File: src/rtl/urom_pkg.sv
// Shared definitions for the microcode control-store loader: FSM state
// encodings, the default load-start marker and word/byte helpers.
package urom_pkg;

  typedef enum logic [2:0] {
    ST_IDLE  = 3'd0,
    ST_ADDR  = 3'd1,
    ST_COUNT = 3'd2,
    ST_DATA  = 3'd3,
    ST_WRITE = 3'd4,
    ST_CHECK = 3'd5
  } state_t;

  localparam logic [7:0] SYNC_BYTE_DEFAULT = 8'hA5;

  // Number of stream bytes needed to carry one stored word.
  function automatic int bytes_per_word(input int word_width);
    return (word_width + 7) / 8;
  endfunction

  // Running 8-bit checksum: plain sum modulo 256.
  function automatic logic [7:0] csum_add(input logic [7:0] sum, input logic [7:0] b);
    return sum + b;
  endfunction

endpackage

File: src/rtl/urom_word_packer.sv
// Assembles stream bytes (least significant byte first) into one control-store
// word. Only the first BYTES_PER_WORD-1 bytes are stored; the final byte is
// merged combinationally so the complete word is available on the very edge
// that accepts it. Needs a word of at least two bytes.
module urom_word_packer
  import urom_pkg::*;
#(
  parameter int WORD_WIDTH = 30
) (
  input  logic                  clock,
  input  logic                  reset,
  input  logic                  clear,
  input  logic                  load,
  input  logic [7:0]            data,
  output logic [WORD_WIDTH-1:0] word_next,
  output logic                  complete
);

  localparam int BPW      = bytes_per_word(WORD_WIDTH);
  localparam int LOW_BITS = (BPW - 1) * 8;
  localparam int TOP_BITS = WORD_WIDTH - LOW_BITS;
  localparam int IDX_W    = (BPW > 1) ? $clog2(BPW) : 1;

  logic [LOW_BITS-1:0] low;
  logic [LOW_BITS-1:0] low_shift;
  logic [IDX_W-1:0]    index;

  // New bytes enter at the top and move down, so byte 0 ends up in bits [7:0].
  generate
    if (LOW_BITS > 8) begin : g_shift
      assign low_shift = {data, low[LOW_BITS-1:8]};
    end else begin : g_single
      assign low_shift = data;
    end
  endgenerate

  // Last byte: bits above WORD_WIDTH-1 are dropped here.
  assign word_next = {data[TOP_BITS-1:0], low};
  assign complete  = load && (index == IDX_W'(BPW - 1));

  // Byte shift register and byte index; index restarts after each full word.
  always_ff @(posedge clock or posedge reset) begin
    if (reset) begin
      low   <= '0;
      index <= '0;
    end else if (clear) begin
      index <= '0;
    end else if (load) begin
      low   <= low_shift;
      index <= complete ? '0 : (index + IDX_W'(1));
    end else begin
      index <= index;
    end
  end

endmodule

File: src/rtl/urom_loader.sv
// Writer side of the microcode control store: receives a framed byte stream
// (sync, address, count, data words, checksum), writes each word into the
// store, holds the sequencer in reset during the load and reports the result.
module urom_loader
  import urom_pkg::*;
#(
  parameter int         ADDR_WIDTH    = 8,
  parameter int         CONTROL_WIDTH = 21,
  parameter logic [7:0] SYNC_BYTE     = SYNC_BYTE_DEFAULT,
  localparam int        WORD_WIDTH    = CONTROL_WIDTH + ADDR_WIDTH + 1
) (
  input  logic                  clock,
  input  logic                  reset,
  input  logic [7:0]            in_data,
  input  logic                  in_valid,
  output logic                  in_ready,
  output logic                  mem_we,
  output logic [ADDR_WIDTH-1:0] mem_addr,
  output logic [WORD_WIDTH-1:0] mem_wdata,
  output logic                  seq_hold,
  output logic                  busy,
  output logic                  done,
  output logic                  error
);

  state_t                state, next_state;
  logic [ADDR_WIDTH-1:0] addr;
  logic [8:0]            remaining;
  logic [7:0]            csum;
  logic                  accept;
  logic                  is_sync;
  logic [WORD_WIDTH-1:0] word_next;
  logic                  word_complete;

  assign accept  = in_valid && in_ready;
  assign is_sync = (in_data == SYNC_BYTE);

  urom_word_packer #(.WORD_WIDTH(WORD_WIDTH)) u_packer (
    .clock     (clock),
    .reset     (reset),
    .clear     ((state == ST_COUNT) && accept),
    .load      ((state == ST_DATA) && accept),
    .data      (in_data),
    .word_next (word_next),
    .complete  (word_complete)
  );

  // State register.
  always_ff @(posedge clock or posedge reset) begin
    if (reset) begin
      state <= ST_IDLE;
    end else begin
      state <= next_state;
    end
  end

  // Next-state decode; WRITE never waits on the stream.
  always_comb begin
    next_state = state;
    case (state)
      ST_IDLE:  if (accept && is_sync) next_state = ST_ADDR;  else next_state = ST_IDLE;
      ST_ADDR:  if (accept)            next_state = ST_COUNT; else next_state = ST_ADDR;
      ST_COUNT: if (accept)            next_state = ST_DATA;  else next_state = ST_COUNT;
      ST_DATA:  if (word_complete)     next_state = ST_WRITE; else next_state = ST_DATA;
      ST_WRITE: if (remaining == 9'd1) next_state = ST_CHECK; else next_state = ST_DATA;
      ST_CHECK: if (accept)            next_state = ST_IDLE;  else next_state = ST_CHECK;
      default:                         next_state = ST_IDLE;
    endcase
  end

  // Outputs registered from the next state so they line up with the state itself.
  always_ff @(posedge clock or posedge reset) begin
    if (reset) begin
      in_ready <= 1'b1;
      mem_we   <= 1'b0;
      busy     <= 1'b0;
      seq_hold <= 1'b0;
    end else begin
      in_ready <= (next_state != ST_WRITE);
      mem_we   <= (next_state == ST_WRITE);
      busy     <= (next_state != ST_IDLE);
      seq_hold <= (next_state != ST_IDLE);
    end
  end

  // Address counter, word count, checksum, write port and sticky status.
  always_ff @(posedge clock or posedge reset) begin
    if (reset) begin
      addr      <= '0;
      remaining <= 9'd0;
      csum      <= 8'd0;
      mem_addr  <= '0;
      mem_wdata <= '0;
      done      <= 1'b0;
      error     <= 1'b0;
    end else begin
      case (state)
        ST_IDLE: begin
          if (accept && is_sync) begin
            done  <= 1'b0;
            error <= 1'b0;
            csum  <= 8'd0;
          end
        end
        ST_ADDR: begin
          if (accept) begin
            addr <= in_data[ADDR_WIDTH-1:0];
            csum <= csum_add(csum, in_data);
          end
        end
        ST_COUNT: begin
          if (accept) begin
            remaining <= {1'b0, in_data} + 9'd1;
            csum      <= csum_add(csum, in_data);
          end
        end
        ST_DATA: begin
          if (accept) begin
            csum <= csum_add(csum, in_data);
          end
          if (word_complete) begin
            mem_addr  <= addr;
            mem_wdata <= word_next;
          end
        end
        ST_WRITE: begin
          addr      <= addr + ADDR_WIDTH'(1);
          remaining <= remaining - 9'd1;
        end
        ST_CHECK: begin
          if (accept) begin
            if (in_data == csum) begin
              done <= 1'b1;
            end else begin
              error <= 1'b1;
            end
          end
        end
        default: begin
          addr <= addr;
        end
      endcase
    end
  end

endmodule

File: config.mk
export PLATFORM = sky130hd
export DESIGN_NAME = urom_loader
export DESIGN_NICKNAME = d
export VERILOG_FILES = /design/src/rtl/urom_pkg.sv /design/src/rtl/urom_word_packer.sv /design/src/rtl/urom_loader.sv
export SDC_FILE = /design/constraint.sdc
export NUM_CORES = 1
export LEC_CHECK = 0
export ABC_AREA = 1
export CORE_MARGIN = 2
export CORE_UTILIZATION = 51
export DETAILED_ROUTE_END_ITERATION = 10
export PLACE_DENSITY = 0.82
export SLEW_MARGIN = 0
export SYNTH_ARGS = -nofsm -noshare
export SYNTH_HDL_FRONTEND = slang
export SYNTH_SLANG_ARGS = --single-unit
File: constraint.sdc
create_clock -name clock -period 2.95 [get_ports clock]
set_input_delay 0.59 -clock clock [delete_from_list [all_inputs] [get_ports clock]]
set_output_delay 0.59 -clock clock [all_outputs]
set_load 0.03 [all_outputs]
==> metrics.txt <==
Leakage between 2 and 3 nW; Hold Violations, Final 0; CP Launch Point in_data[1]; CTS tree done; Avg Cell Area, Syn slightly above 8 sq um; final period utilization 0.781; smallest hold slack ~480 ps; Routed Antenna Nets 0; initial antenna violation count 0; Max Clock Skew about 11 ps; Initial Util 0.522; Warnings, synthesis 0; WL final between 10000 and 15000 microns; CTS max path bufs 2; Worst Max-Slew Pin Slew slightly above 1000 ps; r2r worst-path depth 7; FF-to-FF Start in_ready; Switch Pwr between 0.0015 and 0.002 W; critical path startpoint category input port; Rows 35; Clk pin slew, worst setup/hold paths approximately 100 ps; top achievable clock speed about 0.43 GHz; FFs w/ async S/R, synth 1.00; Clk network pwr share 0.206; Synth Register Bits 97; gpl congestion 0.866; WS Path Type input port to flip-flop; DR WL/cell approximately 14 microns; WP data required about 3200 ps; total grt overflow 0; Vias 4139; pre-CTS setup slack 336 ps; pin count of the biggest net entering global routing 98; Detailed Place HPWL 7680 microns; Synth-to-Final Area Change 17.0%; Max rail drop VDD between 0.3 and 0.4 mV; io pins 55; Flop pwr share 0.439; Gate power share 0.356; Mapped Nets between 600 and 700; HP Class flip-flop to flip-flop; RSZ-0062 raised after global routing no; internal power 0.00270 W; number of synthesized flops with an enable pin 0; CTS root buf clkbuf_8; vias in the first global route 3924; status finished clean; Global Route Usage Sum 0.227; H-tree levels 3; Power Dens Cells 801 nW/um^2; die area 10200 sq um; Synth Instances 590; diode count 0; Post-CTS Setup Bufs 0; Die W between 100 and 150 microns; vias per cell 5.47; worst-skew pair later-pin latency about 370 ps; CTS Sinks slightly below 100; flop-to-flop setup slack roughly 1000 ps; sequential share of the synthesized area 0.508; Port Buf Inserts 54; Post-CTS Resized 0; synth unique cells 34; cts hold-fix bufs 0; ys flop type dfrtp_1; post-route minimum period 2310 ps; Final Setup Violations 0; max-slew violations 0; Slew HR 0.312; Num CTS Buffers 9; share of cells above drive strength 1 0.0574; worst-path maximum fanout 7; Sum Neg Setup Slack 0 ps; chip height just over 100 microns; DRC errors left 0; Critical Path Sink csum[4]; final net count approximately 670; Worst Path Arrival around 2600 ps; Worst Setup End Kind flip-flop; router iterations before antenna repair 6; final worst slack 645 ps; Worst R2R End mem_wdata[24]; switching share of total power 0.397; initial drt markers approximately 260; first-pass GRT wire length between 15000 and 20000 microns; max cap viols 0; synthesized area approximately 4800 sq um; placeable core area slightly above 9000 sq um
layout make-up:
type                    count  area [sq um]
fillers                   790          3560
clock buffers              10           138
inverters                  78           297
clock inverters             6          73.8
well taps                 111           139
multi-input cells         397          1940
repair buffers             57           576
flip-flops and latches     97          2430
power groups by stage:
stage | combinational [W] | clock (W) | sequential (W)
2_1_floorplan | 0.00109 | 0 | 0.00202
3_3_place_gp | 0.00151 | 0 | 0.00196
3_5_place_dp | 0.00159 | 0 | 0.00198
4_1_cts | 0.00159 | 0.000931 | 0.00196
5_1_grt | 0.00183 | 0.000989 | 0.00200
6_report | 0.00159 | 0.000921 | 0.00196
cell usage after synthesis (5+ instances only):
library cell,n,area share
nor2_1,36,0.028
ha_1,13,0.034
o21ai_0,47,0.049
inv_1,73,0.057
nand2_1,186,0.15
dfrtp_1,96,0.50
o21ai_1,20,0.021
nand3b_1,6,0.0094
nand4_1,10,0.013
inv_2,5,0.0039
nand3_1,40,0.042
a21oi_1,7,0.0073
buf_2,7,0.0073
cells by family (layout without fill, tap and decap cells):
kind of cell	count (synthesis)	in the layout	synth area share
xor gates and xnor gates	4	4	0.00733
DFF	97	97	0.508
AOI/OAI and AO/OA	86	86	0.0974
adders and majority gates	14	14	0.0382
buffers and inverters	96	151	0.0858
and+or+nand+nor	293	293	0.263
sequential cells by signal, summed over array words and instances, names as in the netlist:
signal	flops
addr	8
busy	1
csum	8
done	1
error	1
in_ready	1
mem_addr	8
mem_wdata	30
mem_we	1
remaining	9
state	3
u_packer.index	2
u_packer.low	24
metrics by stage:
step                power (W)  instances  cell area [sq um]   util
finish                0.00448        756               5590  0.611
global route          0.00482        756               5590  0.611
CTS                   0.00448        756               5590  0.611
detailed placement    0.00357        740               5380  0.588
global placement      0.00347        740               5380  0.588
floorplan             0.00310        590               4780      -
routing by layer:
layer | track usage | share of wire | up-vias
li1 | - | - | 1994
met1 | 0.308 | 0.45 | 1971
met2 | 0.371 | 0.47 | 151
met3 | 0.0305 | 0.057 | 23
met4 | 0.0917 | 0.018 | 0
met5 | 0 | 0 | -
cell usage in the layout (no fill, tap or decap), drive strengths merged, types with 2 or more instances in the layout:
| cell type | n |
|---|---|
| nor2 | 39 |
| o221ai | 3 |
| ha | 13 |
| o21ai | 67 |
| o211ai | 4 |
| o22ai | 2 |
| clkbuf | 10 |
| xnor2 | 2 |
| nand2 | 191 |
| clkinvlp | 3 |
| nand4 | 10 |
| clkdlybuf4s50 | 54 |
| a21oi | 7 |
| nor3 | 4 |
| nand3b | 6 |
| buf | 3 |
| nand3 | 41 |
| inv | 79 |
| dfrtp | 96 |
| xor2 | 2 |
how the worst min path moves through the flow:
stage,from,cells past startpoint,end,slack [ps]
after global placement,mem_wdata[5],2,mem_wdata[5],450
after global routing,mem_wdata[3],2,mem_wdata[3],490
after detailed placement,mem_wdata[3],2,mem_wdata[3],460
after floorplan,csum[3],2,csum[3],450
final,mem_wdata[3],2,mem_wdata[3],480
after CTS,mem_wdata[3],2,mem_wdata[3],480
critical path, stage by stage:
cell and delay (ps):
clkdlybuf4s50_1 490, inv_1 240, ha_1 200, inv_1 50, nor3_1 290, nand4_1 150, nand2_1 220, inv_1 200
nand2_1 100, nand2_1 50
No activity file was read; power rests on OpenSTA's default activity.
